<file path="config.mk">
export PLATFORM = sky130hd
export DESIGN_NAME = sram_port_arbiter
export DESIGN_NICKNAME = d
export VERILOG_FILES = /design/src/rtl/sram_port_arbiter.sv
export SDC_FILE = /design/constraint.sdc
export NUM_CORES = 1
export LEC_CHECK = 0
export CAP_MARGIN = 20
export CELL_PAD_IN_SITES_DETAIL_PLACEMENT = 1
export CELL_PAD_IN_SITES_GLOBAL_PLACEMENT = 2
export CORE_MARGIN = 1
export CORE_UTILIZATION = 41
export CTS_BUF_LIST = sky130_fd_sc_hd__clkbuf_4 sky130_fd_sc_hd__clkbuf_8
export DETAILED_ROUTE_END_ITERATION = 16
export DONT_BUFFER_PORTS = 1
export GPL_TIMING_DRIVEN = 0
export PLACE_DENSITY = 0.78
export REMOVE_ABC_BUFFERS = 1
export SLEW_MARGIN = 0
export SYNTH_ARGS = -nofsm -noshare
export SYNTH_HDL_FRONTEND = slang
export SYNTH_SLANG_ARGS = --single-unit
</file>
<file path="constraint.sdc">
create_clock -name clk -period 2.35 [get_ports clk]
set_input_delay 0.1175 -clock clk [delete_from_list [all_inputs] [get_ports clk]]
set_output_delay 0.1175 -clock clk [all_outputs]
set_load 0.02 [all_outputs]
</file>
<file path="src/rtl/sram_port_arbiter.sv">
// Shares one single-ported, fixed-latency SRAM between the fetch stage and the memory stage.
// Optional macro FETCH_REUSE_EN adds a one-entry fetch buffer that skips the SRAM on a tag hit.
module sram_port_arbiter #(
  parameter int ADDR_W     = 32,
  parameter int DATA_W     = 32,
  parameter int SRAM_LAT   = 4,
  parameter int STARVE_MAX = 8
) (
  input  logic              clk,
  input  logic              rst,
  input  logic              if_req,
  input  logic [ADDR_W-1:0] if_addr,
  output logic [DATA_W-1:0] if_rdata,
  output logic              if_ready,
  input  logic              mem_req,
  input  logic              mem_we,
  input  logic [ADDR_W-1:0] mem_addr,
  input  logic [DATA_W-1:0] mem_wdata,
  output logic [DATA_W-1:0] mem_rdata,
  output logic              mem_ready,
  output logic              sram_cs,
  output logic              sram_we,
  output logic [ADDR_W-1:0] sram_addr,
  output logic [DATA_W-1:0] sram_wdata,
  input  logic [DATA_W-1:0] sram_rdata,
  output logic              busy,
  output logic              owner
);

  // state  | meaning
  // IDLE   | no access in flight; arbitrate and latch the winner's request
  // ACCESS | sram_cs held for SRAM_LAT cycles on the latched request
  // DONE   | one-cycle ready pulse to the owner; requests ignored
  typedef enum logic [1:0] {IDLE, ACCESS, DONE} state_t;

  localparam int             SW         = $clog2(STARVE_MAX + 1);
  localparam logic [SW-1:0]  STARVE_LIM = SW'(STARVE_MAX);
  localparam logic [3:0]     CNT_LAST   = 4'(SRAM_LAT - 1);

  state_t            state;
  logic [3:0]        cnt;
  logic [SW-1:0]     starve_cnt;
  logic [ADDR_W-1:0] lat_addr;
  logic [DATA_W-1:0] lat_wdata;
  logic              grant;
  logic              fetch_win;

  assign grant      = if_req | mem_req;
  assign fetch_win  = if_req & (~mem_req | (starve_cnt >= STARVE_LIM));
  assign sram_addr  = lat_addr;
  assign sram_wdata = lat_wdata;

`ifdef FETCH_REUSE_EN
  logic              buf_valid;
  logic [ADDR_W-1:0] buf_tag;
  logic [DATA_W-1:0] buf_data;
  logic              buf_hit;

  assign buf_hit = buf_valid && (buf_tag == if_addr);

  // Fill on every completed SRAM fetch; drop on a granted store to the buffered address.
  always_ff @(posedge clk or negedge rst) begin
    if (!rst) begin
      buf_valid <= 1'b0;
      buf_tag   <= '0;
      buf_data  <= '0;
    end else if (state == ACCESS && cnt == CNT_LAST && !owner) begin
      buf_valid <= 1'b1;
      buf_tag   <= lat_addr;
      buf_data  <= sram_rdata;
    end else if (state == IDLE && grant && !fetch_win && mem_we && mem_addr == buf_tag) begin
      buf_valid <= 1'b0;
    end
  end
`endif

  always_ff @(posedge clk or negedge rst) begin
    if (!rst) begin
      state      <= IDLE;
      cnt        <= '0;
      starve_cnt <= '0;
      lat_addr   <= '0;
      lat_wdata  <= '0;
      sram_cs    <= 1'b0;
      sram_we    <= 1'b0;
      if_rdata   <= '0;
      mem_rdata  <= '0;
      if_ready   <= 1'b0;
      mem_ready  <= 1'b0;
      busy       <= 1'b0;
      owner      <= 1'b0;
    end else begin
      if_ready  <= 1'b0;
      mem_ready <= 1'b0;
      case (state)
        IDLE: begin
          if (grant) begin
            busy  <= 1'b1;
            owner <= ~fetch_win;
            if (fetch_win) begin
              starve_cnt <= '0;
              lat_addr   <= if_addr;
`ifdef FETCH_REUSE_EN
              if (buf_hit) begin
                state    <= DONE;
                if_ready <= 1'b1;
                if_rdata <= buf_data;
              end else
`endif
              begin
                state   <= ACCESS;
                cnt     <= '0;
                sram_cs <= 1'b1;
                sram_we <= 1'b0;
              end
            end else begin
              // Only a grant taken while fetch waits counts toward starvation.
              if (if_req && starve_cnt < STARVE_LIM) starve_cnt <= starve_cnt + 1'b1;
              lat_addr  <= mem_addr;
              lat_wdata <= mem_wdata;
              state     <= ACCESS;
              cnt       <= '0;
              sram_cs   <= 1'b1;
              sram_we   <= mem_we;
            end
          end
        end
        ACCESS: begin
          cnt <= cnt + 4'd1;
          if (cnt == CNT_LAST) begin
            state   <= DONE;
            sram_cs <= 1'b0;
            sram_we <= 1'b0;
            if (owner) begin
              mem_ready <= 1'b1;
              if (!sram_we) mem_rdata <= sram_rdata;
            end else begin
              if_ready <= 1'b1;
              if_rdata <= sram_rdata;
            end
          end
        end
        DONE: begin
          state <= IDLE;
          busy  <= 1'b0;
        end
        default: begin
          state <= IDLE;
          busy  <= 1'b0;
        end
      endcase
    end
  end

endmodule

</file>
==> results.md, run 1 <==
- Outcome: stopped before the end
- Last stage the flow got to: clock tree synthesis (4_1_cts)
- First Error: [ERROR RSZ-0060] Max buffer count reached.
- Starting utilization of the core area: 42.3%
- Total clock buffers created by CTS: 17
- Post-synth EDFFs: 0
- Post-detailed-placement cell area: 6100 um2
- Width of the die: 122 um
- Post-cts gate resize count: 0
- Hold-fix buffers at CTS: 123
- Syn avg cell area: 14.0 um2
- Vertical die dimension: 122 um
- IO Port Bufs: 0
- Post-CTS setup-driven buffer insertion count: 3
- H-tree levels: 4
- Proportion of synthesized chip area in sequential cells: 60.8%
- Number of I/O pins: 267
- Routability-driven placement congestion ratio: 0.731
- Number of distinct library cells after synthesis: 35
- Dpl hpwl: 10000 um
- Fraction of registers with async set or reset after synthesis: 100%
- Clock net sink count: 144
- Count of mapped cells out of synthesis: 424
- Std-Cell Rows: 43
- Primary FF master, synth: dfrtp_1
- Clock root buffer: clkbuf_8
- Synth warnings: 0
- Worst-case clock buffer depth: 2
- Mapped Area: 5920 um2
- Synthesized flop and latch total: 144
-- logic make-up after synthesis --
family | Yosys count | synth area share (%)
adders and majority gates | 3 | 0.634
AOI/OAI and AO/OA | 112 | 13.8
muxes | 98 | 18.6
and+or+nand+nor | 26 | 2.87
DFF | 144 | 60.8
buffers and inverters | 41 | 3.27
-- Yosys cell counts (3+ instances only) --
library cell | instances | share of area [%]
a2bb2oi_1 | 32 | 4.7
mux2_1 | 3 | 0.57
dfrtp_1 | 144 | 61
a311oi_1 | 32 | 4.7
inv_1 | 7 | 0.44
buf_2 | 11 | 0.93
ha_1 | 3 | 0.63
o21ai_0 | 42 | 3.5
mux2_2 | 93 | 18
clkbuf_1 | 18 | 1.1
buf_6 | 3 | 0.57
nand2_1 | 9 | 0.57
-- metrics by stage --
| step | cells | hold WS, ns | setup WS [ns] | TNS, ns | util [%] |
|---|---|---|---|---|---|
| detailed placement | 576 | -0.175 | -0.0732 | -1.06 | 43.6 |
| global placement | 570 | -0.174 | -0.933 | -51.83 | 42.8 |
| floorplan | 390 | -0.178 | -0.0917 | -2.93 | - |
==> run 2, diff against run 1 <==
==> config.mk (replaced) <==
export PLATFORM = sky130hd
export DESIGN_NAME = sram_port_arbiter
export DESIGN_NICKNAME = d
export VERILOG_FILES = /design/src/rtl/sram_port_arbiter.sv
export SDC_FILE = /design/constraint.sdc
export NUM_CORES = 1
export LEC_CHECK = 0
export CAP_MARGIN = 20
export CORE_MARGIN = 1
export CORE_UTILIZATION = 30
export DETAILED_ROUTE_END_ITERATION = 16
export DONT_BUFFER_PORTS = 1
export GPL_TIMING_DRIVEN = 0
export PLACE_DENSITY_LB_ADDON = 0.15
export REMOVE_ABC_BUFFERS = 1
export SLEW_MARGIN = 0
export SYNTH_ARGS = -nofsm -noshare
export SYNTH_HDL_FRONTEND = slang
export SYNTH_SLANG_ARGS = --single-unit
==> run 2 against run 1 <==
- the flow now finishes, with violations (negative hold slack)
- synthesized area is the same
- synthesized cell count did not move
==> results.md, run 2 <==
- Routed wire length per instance: 18.3 um
- Total clock buffers created by CTS: 17 (unchanged)
- Wire length on met2: 7670 um
- Final Cell Area: 8210 um2
- Violated checks: negative hold slack
- Count of mapped cells out of synthesis: 424 (unchanged)
- Proportion of synthesized chip area in sequential cells: 60.8% (unchanged)
- Area growth from synthesis to final layout: 38.6%
- Max_slew headroom: 39.3%
- Fraction of layout cells with a size suffix above 1: 25.9%
- Post-synth top area cell: dfrtp_1
- Min cycle time layout: 2.20 ns
- Cell with the most instances after synthesis: dfrtp_1
- Slowest stage delay, CP: 0.80 ns
- Power Internal: 6.95 mW
- Endpoints failing hold: 144
- Worst setup path class: reg2reg
- Share of total power in combinational logic: 21.7%
- Width of the die: 143 um (+17%)
- Post-detailed-routing wire length: 15200 um
- Residual antenna-violating net count after detailed routing: 0
- Number of slew-limit violations in the final report: 0
- Antenna violations before repair: 0
- Sort of element at the start of the critical path: register
- Top cell types by occurrence after synthesis: dfrtp_1, mux2_2, o21ai_0
- Total global-route track usage: 14.9%
- Fraction of power spent switching nets: 39.5%
- Class of the tightest hold or removal check: in2async
- Placeable core area: 19400 um2
- Hold Slack: -0.603 ns
- P_leak: 3.34 nW
- DR vias: 4082
- Clock latency of the later-clocked register in the worst-skew pair: 0.41 ns
- Peak VDD IR: 0.640 mV
- Starting utilization of the core area: 30.5% (-12 points)
- Synthesized flop and latch total: 144 (unchanged)
- Final cell utilization of the core: 42.3%
- Iteration-0 DRC count of the detailed router: 172
- Nets: 687
- Hold-fix buffers at CTS: 130 (+5.7%)
- CP required: 2.59 ns
- Mapped Area: 5920 um2 (unchanged)
- Primary FF master, synth: dfrtp_1
- Peak Freq: 454 MHz
- Commonest non-fill, non-tap cells in the layout: dfrtp_1, dlygate4sd3_1, mux2_2
- Met3 WL: 1340 um
- Area fraction of the dominant cell type after synthesis: 60.8% (unchanged)
- Average via count per standard cell: 4.92
- Unrepaired setup endpoints after global routing: false
- Top routing layer in use: met4
- Syn avg cell area: 14.0 um2 (unchanged)
- Remaining DRCs: 0
- Slowest CP cell: nor2_4
- Worst-case clock buffer depth: 2 (unchanged)
- Routability-driven placement congestion ratio: 0.715 (-2.2%)
- Wire length of the first global-routing pass: 23200 um
- Via count of the first global-routing pass: 4166
- Finish-stage setup viols: 0
- TritonCTS clock tree: built
- Number of distinct library cells after synthesis: 35 (unchanged)
- Most common cell after layout, fill and taps aside: dfrtp_1
- Number of I/O pins: 267 (unchanged)
- Clock net sink count: 144 (unchanged)
- Die outline area: 20300 um2
- CP Buf/Inv Count: 0
- Count of maximum capacitance violations: 0
- Outcome: finished with violations
- Number of diodes: 0
- Post-detailed-placement cell area: 6240 um2 (+2.3%)
- Crit path arrival time: 2.45 ns
- H-tree levels: 4 (unchanged)
- Critical Path Sink Type: register
- Slew of the pin with the lowest slew margin: 0.909 ns
- Cell chain of the critical path: or2_2, nor2_4, o21ai_0
- Leftover overflow at the end of global routing: 0
- Fraction of registers with async set or reset after synthesis: 100% (unchanged)
- Synth warnings: 0 (unchanged)
- Synth top area cells: dfrtp_1, mux2_2, a2bb2oi_1
- Clock edge transition at the registers on the reported setup and hold paths: 0.07 ns
- Clock skew after layout: 0.00939 ns
- Detailed-routing wirelength on met1: 5990 um
- Vertical die dimension: 143 um (+17%)
- Switching power summed over all nets: 4.53 mW
- Post-synth EDFFs: 0 (unchanged)
- Std-Cell Rows: 51 (+19%)
- IO Port Bufs: 0 (unchanged)
- Pin count of the biggest net entering global routing: 145
- Power per Cell Area: 1400 nW/um2
- Portion of total power attributed to the clock network: 24.9%
- Dpl hpwl: 9420 um (-6.2%)
- Part of the power in registers: 53.4%
- Maximum fanout along the worst path: 36
- Clock root buffer: clkbuf_16
- Router iterations before antenna repair: 4
- Crit path max-delay family: simple AND/OR/NAND/NOR gates
- Final worst path period share: 93.7%
[run 2: cell counts after synthesis]
No cell type changed its count.
[run 2: power groups by stage]
stage	combinational (mW)	sequential, mW	clock, mW
6_report	2.49	6.13	2.86
5_1_grt	2.75	6.29	3.06
4_1_cts	2.50	6.15	2.96
3_5_place_dp	2.32	6.16	0
3_3_place_gp	2.18	6.19	0
2_1_floorplan	1.87	5.80	0
[run 2: what timing repair did]
action / CTS / global route
gates resized for setup: 0 / 0
pin swaps: 0 / 1
setup buffers: 1 / 4
gates cloned: 0 / 0
endpoints found under the setup margin: 14 / 25
endpoints found under the hold margin: 275 / 144
[run 2: cell type report]
cell class	count	area, um2
inverters	7	26.3
clock buffers	17	425
well taps	265	332
fillers	1783	11200
repair buffers	142	1490
flip-flops and latches	144	3600
multi-input cells	239	2140
clock inverters	15	196
[run 2: logic make-up (layout without fill, tap and decap cells)]
group | after synthesis | count (layout) | synth area share, %
AND/OR/NAND/NOR | 26 | 26 | 2.87
multiplexers | 98 | 98 | 18.6
AO/OA/AOI/OAI | 112 | 112 | 13.8
adder cells (fa/ha/maj) | 3 | 3 | 0.634
buffers and inverters | 41 | 181 | 3.27
flip-flops | 144 | 144 | 60.8
[run 2: layer usage]
metal / vias to the layer above / GRT usage (%)
met5: - / 0
met4: 0 / 4.81
met3: 13 / 5.65
met2: 204 / 25.8
met1: 2020 / 16.8
li1: 1845 / -
[run 2: final timing paths]
path	start	to	slack (ns)	depth (start not counted)
max	state[0]	cnt[1]	0.15	3
min	rst	sram_addr[10]	-0.60	0
max reg2reg	state[0]	cnt[1]	0.15	3
min reg2reg	cnt[3]	cnt[3]	0.51	1
max in group asynchronous	rst	owner	2.75	0
min in group clk	if_req	starve_cnt[3]	0.06	3
[run 2: through the flow]
step | cells | TNS [ns] | hold WS, ns | setup slack, ns | total power, mW
5_1_grt | 829 | 0 | -0.632 | 0.0180 | 12.1
4_1_cts | 825 | 0 | -0.627 | 0.0541 | 11.6
2_1_floorplan | 390 | -2.93 | -0.178 | -0.0917 | 7.67
3_5_place_dp | 662 | -0.530 | -0.175 | -0.0444 | 8.48
6_report | 829 | 0 | -0.603 | 0.148 | 11.5
3_3_place_gp | 655 | -62.38 | -0.174 | -1.11 | 8.36
No activity file was read; power rests on OpenSTA's default activity.
